[src/rtl/bit_feed_ctrl.sv]
`default_nettype none
// +----------------------------------------------------------------------------+
// | Module   : bit_feed_ctrl                                                   |
// | Purpose  : Streams a loaded bitstream MSB-first (bit len-1 first) to a     |
// |            serial decoder and buffers the decoded 7-bit symbols in a small |
// |            FIFO. Bit streaming is throttled so the FIFO always keeps one   |
// |            free slot for a symbol the decoder may still be producing.      |
// | Ports    : clk, reset      - clock, synchronous active-high reset          |
// |            start           - load request (honoured only when idle)        |
// |            load_data/len   - packed bitstream and its length (1..DATA_W)   |
// |            bit_out/valid   - serial bit to the decoder                     |
// |            dec_valid/sym   - completed symbol from the decoder             |
// |            sym_out/valid   - FIFO head, consumer handshake via out_ready   |
// |            sym_count       - symbols accepted this run (saturates at 63)   |
// |            busy/done/err/ovf - status flags                                |
// | Revision : 1.0  initial release                                            |
// +----------------------------------------------------------------------------+
module bit_feed_ctrl #(
  parameter int DATA_W     = 98,
  parameter int FIFO_DEPTH = 4
) (
  input  logic              clk,
  input  logic              reset,
  input  logic              start,
  input  logic [DATA_W-1:0] load_data,
  input  logic [6:0]        load_len,
  output logic              bit_out,
  output logic              bit_valid,
  input  logic              dec_valid,
  input  logic [6:0]        dec_sym,
  output logic [6:0]        sym_out,
  output logic              sym_valid,
  input  logic              out_ready,
  output logic [5:0]        sym_count,
  output logic              busy,
  output logic              done,
  output logic              err,
  output logic              ovf
);

  localparam int PTR_W = (FIFO_DEPTH > 1) ? $clog2(FIFO_DEPTH) : 1;
  localparam int CNT_W = $clog2(FIFO_DEPTH + 1);

  localparam logic [7:0]       LEN_MAX  = 8'(DATA_W);
  localparam logic [CNT_W-1:0] STALL_AT = CNT_W'(FIFO_DEPTH - 1);
  localparam logic [CNT_W-1:0] FULL_AT  = CNT_W'(FIFO_DEPTH);
  localparam logic [CNT_W-1:0] EMPTY    = '0;
  localparam logic [PTR_W-1:0] LAST_PTR = PTR_W'(FIFO_DEPTH - 1);

  typedef enum logic [2:0] {
    IDLE  = 3'd0,
    SHIFT = 3'd1,
    STALL = 3'd2,
    DRAIN = 3'd3,
    DONE  = 3'd4
  } state_t;

  state_t state, state_nxt;

  logic [DATA_W-1:0] data;
  logic [6:0]        index;

  logic [6:0]        sym_mem [FIFO_DEPTH];
  logic [PTR_W-1:0]  wr_ptr;
  logic [PTR_W-1:0]  rd_ptr;
  logic [CNT_W-1:0]  occ;

  logic len_ok;
  logic accept_start;
  logic active;
  logic push_req;
  logic push;
  logic pop;
  logic drop;

  function automatic logic [PTR_W-1:0] ptr_inc(input logic [PTR_W-1:0] p);
    return (p == LAST_PTR) ? '0 : p + 1'b1;
  endfunction

  assign len_ok       = (load_len != 7'd0) && ({1'b0, load_len} <= LEN_MAX);
  assign accept_start = (state == IDLE) && start && len_ok;
  assign active       = (state == SHIFT) || (state == STALL) || (state == DRAIN);

  // A full FIFO still accepts a symbol when the head leaves in the same cycle:
  // the write lands in the slot being vacated.
  assign sym_valid = (occ != EMPTY);
  assign sym_out   = sym_valid ? sym_mem[rd_ptr] : 7'd0;
  assign pop       = sym_valid && out_ready;
  assign push_req  = active && dec_valid;
  assign push      = push_req && ((occ != FULL_AT) || pop);
  assign drop      = push_req && (occ == FULL_AT) && !pop;

  // Next state and per-state outputs
  always_comb begin
    state_nxt = state;
    bit_valid = 1'b0;
    bit_out   = 1'b0;
    busy      = 1'b0;
    done      = 1'b0;
    case (state)
      IDLE: begin
        if (accept_start) state_nxt = SHIFT;
      end
      SHIFT: begin
        bit_valid = 1'b1;
        bit_out   = data[index - 7'd1];
        busy      = 1'b1;
        // The final bit always goes out and hands over to DRAIN; otherwise
        // pause when only the reserved slot is left.
        if (index == 7'd1)        state_nxt = DRAIN;
        else if (occ >= STALL_AT) state_nxt = STALL;
      end
      STALL: begin
        busy = 1'b1;
        if (occ < STALL_AT) state_nxt = SHIFT;
      end
      DRAIN: begin
        busy = 1'b1;
        if ((occ == EMPTY) && !dec_valid) state_nxt = DONE;
      end
      DONE: begin
        done      = 1'b1;
        state_nxt = IDLE;
      end
      default: state_nxt = IDLE;
    endcase
  end

  // Control registers
  always_ff @(posedge clk) begin
    if (reset) begin
      state     <= IDLE;
      data      <= '0;
      index     <= 7'd0;
      sym_count <= 6'd0;
      err       <= 1'b0;
      ovf       <= 1'b0;
    end else begin
      state <= state_nxt;
      err   <= (state == IDLE) && start && !len_ok;
      if (accept_start) begin
        data      <= load_data;
        index     <= load_len;
        sym_count <= 6'd0;
        ovf       <= 1'b0;
      end else begin
        if (state == SHIFT) index <= index - 7'd1;
        if (push && (sym_count != 6'd63)) sym_count <= sym_count + 6'd1;
        if (drop) ovf <= 1'b1;
      end
    end
  end

  // FIFO pointers and occupancy
  always_ff @(posedge clk) begin
    if (reset) begin
      wr_ptr <= '0;
      rd_ptr <= '0;
      occ    <= EMPTY;
    end else begin
      if (push) wr_ptr <= ptr_inc(wr_ptr);
      if (pop)  rd_ptr <= ptr_inc(rd_ptr);
      case ({push, pop})
        2'b10:   occ <= occ + 1'b1;
        2'b01:   occ <= occ - 1'b1;
        default: occ <= occ;
      endcase
    end
  end

  // Storage needs no reset: entries are only visible once pushed
  always_ff @(posedge clk) begin
    if (push) sym_mem[wr_ptr] <= dec_sym;
  end

endmodule
`default_nettype wire

[config.mk]
export PLATFORM = sky130hd
export DESIGN_NAME = bit_feed_ctrl
export DESIGN_NICKNAME = d
export VERILOG_FILES = /design/src/rtl/bit_feed_ctrl.sv
export SDC_FILE = /design/constraint.sdc
export NUM_CORES = 1
export LEC_CHECK = 0
export BUFFER_PORTS_ARGS = -buffer_cell sky130_fd_sc_hd__buf_2
export CAP_MARGIN = 20
export CORE_UTILIZATION = 45
export CTS_CLUSTER_DIAMETER = 50
export DETAILED_ROUTE_END_ITERATION = 10
export PLACE_DENSITY = 0.68
export RECOVER_POWER = 50
export SLEW_MARGIN = 20
export SYNTH_ARGS = -nofsm -noshare
export SYNTH_HDL_FRONTEND = slang
export SYNTH_SLANG_ARGS = --single-unit
[constraint.sdc]
create_clock -name clk -period 2.8 [get_ports clk]
set_input_delay 0.14 -clock clk [delete_from_list [all_inputs] [get_ports clk]]
set_output_delay 0.14 -clock clk [all_outputs]
set_load 0.05 [all_outputs]
# Word level (Yosys, flattened, before mapping)
# Memory sizes are Yosys's and may differ from the RTL's. A register that Yosys moved wholly into a read port is not among the register bits.
# Index checks and enable logic that the tools add are counted.
dict set report word_totals {
  reg_bits 123
  latchBits 0
  mem_bits_rw 28
  romBits 0
  in_bits 117
  output_inout_bits 20
  wordCells 84
  n_memories 1
}
# memory depth width rd rd_clocked_by_memory_dff wr line
set mem_list {}
lappend mem_list {sym_mem 4 7 1 1 1 63} ;# logic [6:0] sym_mem [FIFO_DEPTH];
dict set report classes {
  n_addsub 6
  n_mul 0
  n_div 0
  n_lt_le_gt_ge 4
  eq_ne 16
  n_shift 0
  mux 22
  bitwise 0
  reduce_logical 26
}
# cell count
set op_table {}
lappend op_table {{$mux W7} 3}
lappend op_table {{$mux W3} 5}
lappend op_table {{$pmux W3 S4} 1}
lappend op_table {{$logic_and A1 B1 Y1} 11}
lappend op_table {{$lt A7 B8 Y1 const B} 1}
lappend op_table {{$mux W2} 4}
lappend op_table {{$bmux W1 S7} 1}
lappend op_table {{$eq A7 B1 Y1 const B} 1}
lappend op_table {{$le A7 B7 Y1 const B} 1}
lappend op_table {{$mux W1} 7}
lappend op_table {{$reduce_bool A7 Y1} 1}
lappend op_table {{$sub A7 B1 Y7 const B} 1}
lappend op_table {{$add A6 B1 Y6 const B} 1}
lappend op_table {{$eq A2 B2 Y1 const B} 3}
lappend op_table {{$eq A3 B2 Y1 const B} 2}
lappend op_table {{$eq A3 B3 Y1 const B} 2}
lappend op_table {{$logic_not A3 Y1} 2}
lappend op_table {{$ne A3 B3 Y1 const B} 2}
lappend op_table {{$ne A6 B6 Y1 const B} 1}
lappend op_table {{$pmux W3 S2} 1}
lappend op_table {{$add A2 B1 Y2 const B} 2}
lappend op_table {{$ne A2 B1 Y1 const B} 2}
lappend op_table {{$reduce_and A4 Y1} 1}
lappend op_table {{$reduce_bool A2 Y1} 2}
lappend op_table {{other kinds (12)} 16}

# Logic depth before layout (Yosys ltp)
dict set report depth {
  word_depth 7
  mapped_depth 10
  depth_no_buf 9
}

# Worst setup path before layout
# OpenSTA, ideal clock, no wires.
dict set report synth_timing {
  kind {register -> output}
  from {reg index[0]}
  to {out bit_out}
  arrival_time_ps 3056
  slack_ps -396
  path_stages_with_launch 11
  path_buffers 3
  path_cell_list {dfxtp_1 buf_6 clkinv_1 ha_1 buf_2 clkbuf_1 nor4b_1 nand2_1 a211oi_1 nand2_1 o2111ai_1}
}
dict set report synth_via {
  elab_chain_cells 4
}
# element line
set synth_rtl {}
lappend synth_rtl {{start, declared} 61} ;# logic [6:0] index;
lappend synth_rtl {{start signal, assigned} 143} ;# index <= load_len;
lappend synth_rtl {{start signal, assigned} 147} ;# if (state == SHIFT) index <= index - 7'd1;
lappend synth_rtl {{$sub A7 B1 Y7} 106} ;# bit_out = data[index - 7'd1];
lappend synth_rtl {{$bmux W1 S7} 106}
lappend synth_rtl {{$mux W1 (not written as such)} 106}
lappend synth_rtl {{$mux W1} 100} ;# case (state)
lappend synth_rtl {{end, declared} 27} ;# output logic bit_out,
# Every way passes these cells. The select of a mux whose other input is x is not followed.

# Final worst setup path
dict set report layout_timing {
  from {reg index[1]}
  to {out bit_out}
}
# The elaborated chain is that of the path after synthesis.

==> flow_summary.ini <==
[outcome]
status = finished with violations
violations = negative setup slack

[route]
dr.first_iter.drc_count = 259
drt-pass1-iter-count = 5
ant_nets = 0
remaining_drc_errors = 0
viasPerCell = 5.159
wl_per_cell_um = 14.95
routed_wl_um = 17020
via_count = 5876

[grt]
first_global_vias = 5637
antenna_found_initial = 0
overflow = 0
grt_max_degree = 98
grt_use_total_pct = 23.09
grt_first_pass_wirelength_um = 26810

[timing]
max_freq_mhz = 353.6
maxSlewViolCount = 0
period_share_pct = 101.0
fin_crit_ps = 2828
relSlewSlack_pct = 43.26
worst_slew_pin_slew_ps = 851.2
setup_slack_ps = -27.81
rsz0062_at_grt = true
setup_viol = 1
clock_skew_ps = 5.655
finalHoldViolCount = 0

[floorplan]
core_region_area_sq_um = 14530
pin_count = 137
rows = 44
dieWidth_um = 124.1
initial_core_util_pct = 46.13
dieHeight_um = 124.1
die_area_sq_um = 15390

[placed_design]
placed_cell_area_sq_um = 7567
gp_congestion = 0.7567
hpwl_um = 10550
port_buffers = 136
dp.cells = 993

[clock_tree]
cts_sinks = 153
clkTransAtPathRegs_ps = 60
h-tree-depth = 4
clkLatencyLatePin_ps = 420
cts-root-buf = clkbuf_16
cts_tree = built
numCtsBuffers = 17
cts_buffer_depth = 2

[setup_path]
critPathKind = flip-flop to primary output
cp-start-kind = flip-flop
path_common_cell = buf_6
cp_max_fo = 5
end_kind = primary output
arrival_ps = 2690
worst_path_largest_cell_delay_ps = 490
path_cells = inv_2, ha_4, xor2_4, buf_6, buf_16, mux4_2, nand3_1, nand4_1, o2111ai_2, o2111ai_4, buf_6
required_ps = 2660
slowest_stage = mux4_2

[finish]
layout_common_cells = nand2_1, dfxtp_1, a21oi_1, buf_2, dlygate4sd3_1
regArea_sq_um = 3347
area_growth_pct = 38.83
nets = 1069
fill_cells = 1209
final_common_cell = nand2_1
antenna_cells = 0
drive_gt1_share_pct = 21.78
multiInputGateArea_sq_um = 3144
fin_cells = 1139
design_area_sq_um = 9309

[job]
cap_violations = 0

[synth]
async_flop_share_pct = 0
ys_seq_area_share_pct = 49.86
postSynthAreaPerCell_sq_um = 9.431
ys_ff_latch = 153
yosys_most_used_dff = dfxtp_1
yosys_warnings = 0
synthCells = 711
syn_area_sq_um = 6705
synth_nets = 838
synth.distinct_cells = 45
synth_edf_count = 28

[power]
leakagePower_uw = 0.003520
power.density_nw_per_um2 = 1004
vdd_drop_max_mv = 0.7013

[hold_path]
hold_class = primary input to flip-flop
==> where the power goes <==
part           total [uW]  internal [uW]  switching, uW  leakage, uW
clock network        2280           1400            882     0.000278
logic                4150           1900           2250      0.00197
registers            2920           2620            295      0.00128
==> cells by family (layout without fill, tap and decap cells) <==
kind of cell | after synthesis | in the layout | synth area share [%]
compound gates | 136 | 136 | 11.20
mux | 39 | 39 | 11.79
xor+xnor | 19 | 19 | 2.482
simple gates | 290 | 290 | 18.29
flops | 153 | 153 | 49.86
buf+inv | 64 | 308 | 4.404
fa+ha+maj | 10 | 10 | 1.978
==> layer usage <==
metal | part of all wire [%] | up-vias | track usage [%]
li1 | - | 2910 | -
met1 | 43 | 2774 | 28.27
met2 | 50 | 155 | 38.85
met3 | 4.6 | 37 | 5.632
met4 | 2.5 | 0 | 9.375
met5 | 0 | - | 0
==> cell usage after synthesis, types with 2 or more instances <==
cell type / n / area share [%]
xnor2_1: 10 / 1.3
o22ai_1: 2 / 0.19
buf_1: 2 / 0.11
nor3b_1: 2 / 0.22
nand3_1: 8 / 0.60
a21oi_1: 107 / 8.0
edfxtp_1: 28 / 13
o21ai_0: 5 / 0.37
clkinv_1: 2 / 0.11
inv_1: 11 / 0.62
nor4_1: 2 / 0.19
mux2i_1: 7 / 1.0
ha_1: 9 / 1.7
nor3_1: 16 / 1.2
nor4b_1: 2 / 0.26
nand2_1: 210 / 12
dfxtp_1: 125 / 37
a31oi_1: 3 / 0.28
o211ai_1: 3 / 0.34
buf_6: 3 / 0.50
buf_2: 10 / 0.75
or3_1: 3 / 0.28
nor2_1: 26 / 1.5
mux4_2: 32 / 11
o2111ai_1: 2 / 0.26
nand3b_1: 5 / 0.56
and2_1: 12 / 1.1
a211oi_1: 6 / 0.67
clkbuf_1: 30 / 1.7
buf_4: 5 / 0.56
xor2_1: 9 / 1.2
==> per-stage QoR <==
stage	power, uW	setup TNS, ps	hold WS [ps]	utilization [%]	setup WS [ps]
after floorplan	5598	0	238.9	-	99.38
after global placement	6395	0	357.9	52.07	204.3
after detailed placement	6464	0	359.0	52.07	161.6
after CTS	9390	-47.45	0.9153	64.40	-47.45
after global routing	9906	-6380	27.18	64.05	-199.0
final	9349	-27.81	13.85	64.05	-27.81
==> critical path: cells and delay by family, from the launching register on <==
| kind | cells | cell delay [ps] |
|---|---|---|
| buffers and inverters | 4 | 510 |
| muxes | 1 | 490 |
| DFF | 1 | 320 |
| AOI/OAI and AO/OA | 2 | 290 |
| xor gates and xnor gates | 1 | 250 |
| and+or+nand+nor | 2 | 210 |
| adders and majority gates | 1 | 180 |
==> path summary, 6_finish.rpt <==
path                               startpoint  slack, ps       end  depth (start not counted)
worst max-delay path                 index[1]        -30   bit_out                         11
worst min-delay path            load_data[76]         10  data[76]                          3
worst max register to register         occ[2]        390    occ[2]                         10
worst min register to register       data[97]        450  data[97]                          2
==> cell type report <==
type	count	area share, %
Tap cell	184	2.473
Multi-Input combinational cell	494	33.78
Timing Repair Buffer	263	20.93
Inverter	13	0.5376
Sequential cell	153	35.95
Clock buffer	21	4.731
Clock inverter	11	1.599
==> timing repair <==
item | 4_1_cts | 5_1_grt
buffers inserted | 6 | 1
setup endpoints to repair | 1 | 1
gates resized for setup | 22 | 2
hold buffers | 104 | 1
gates cloned | 2 | 0
pin swaps | 7 | 0
endpoints found under the hold margin | 125 | 1
==> flip-flops by register name, indices dropped and copies added (netlist names), 2 cells and up, named ones only <==
register,cells
data,98
sym_count,6
sym_mem,28
rd_ptr,2
occ,3
state,3
index,7
wr_ptr,2
Power figures use the tool's default switching activity.
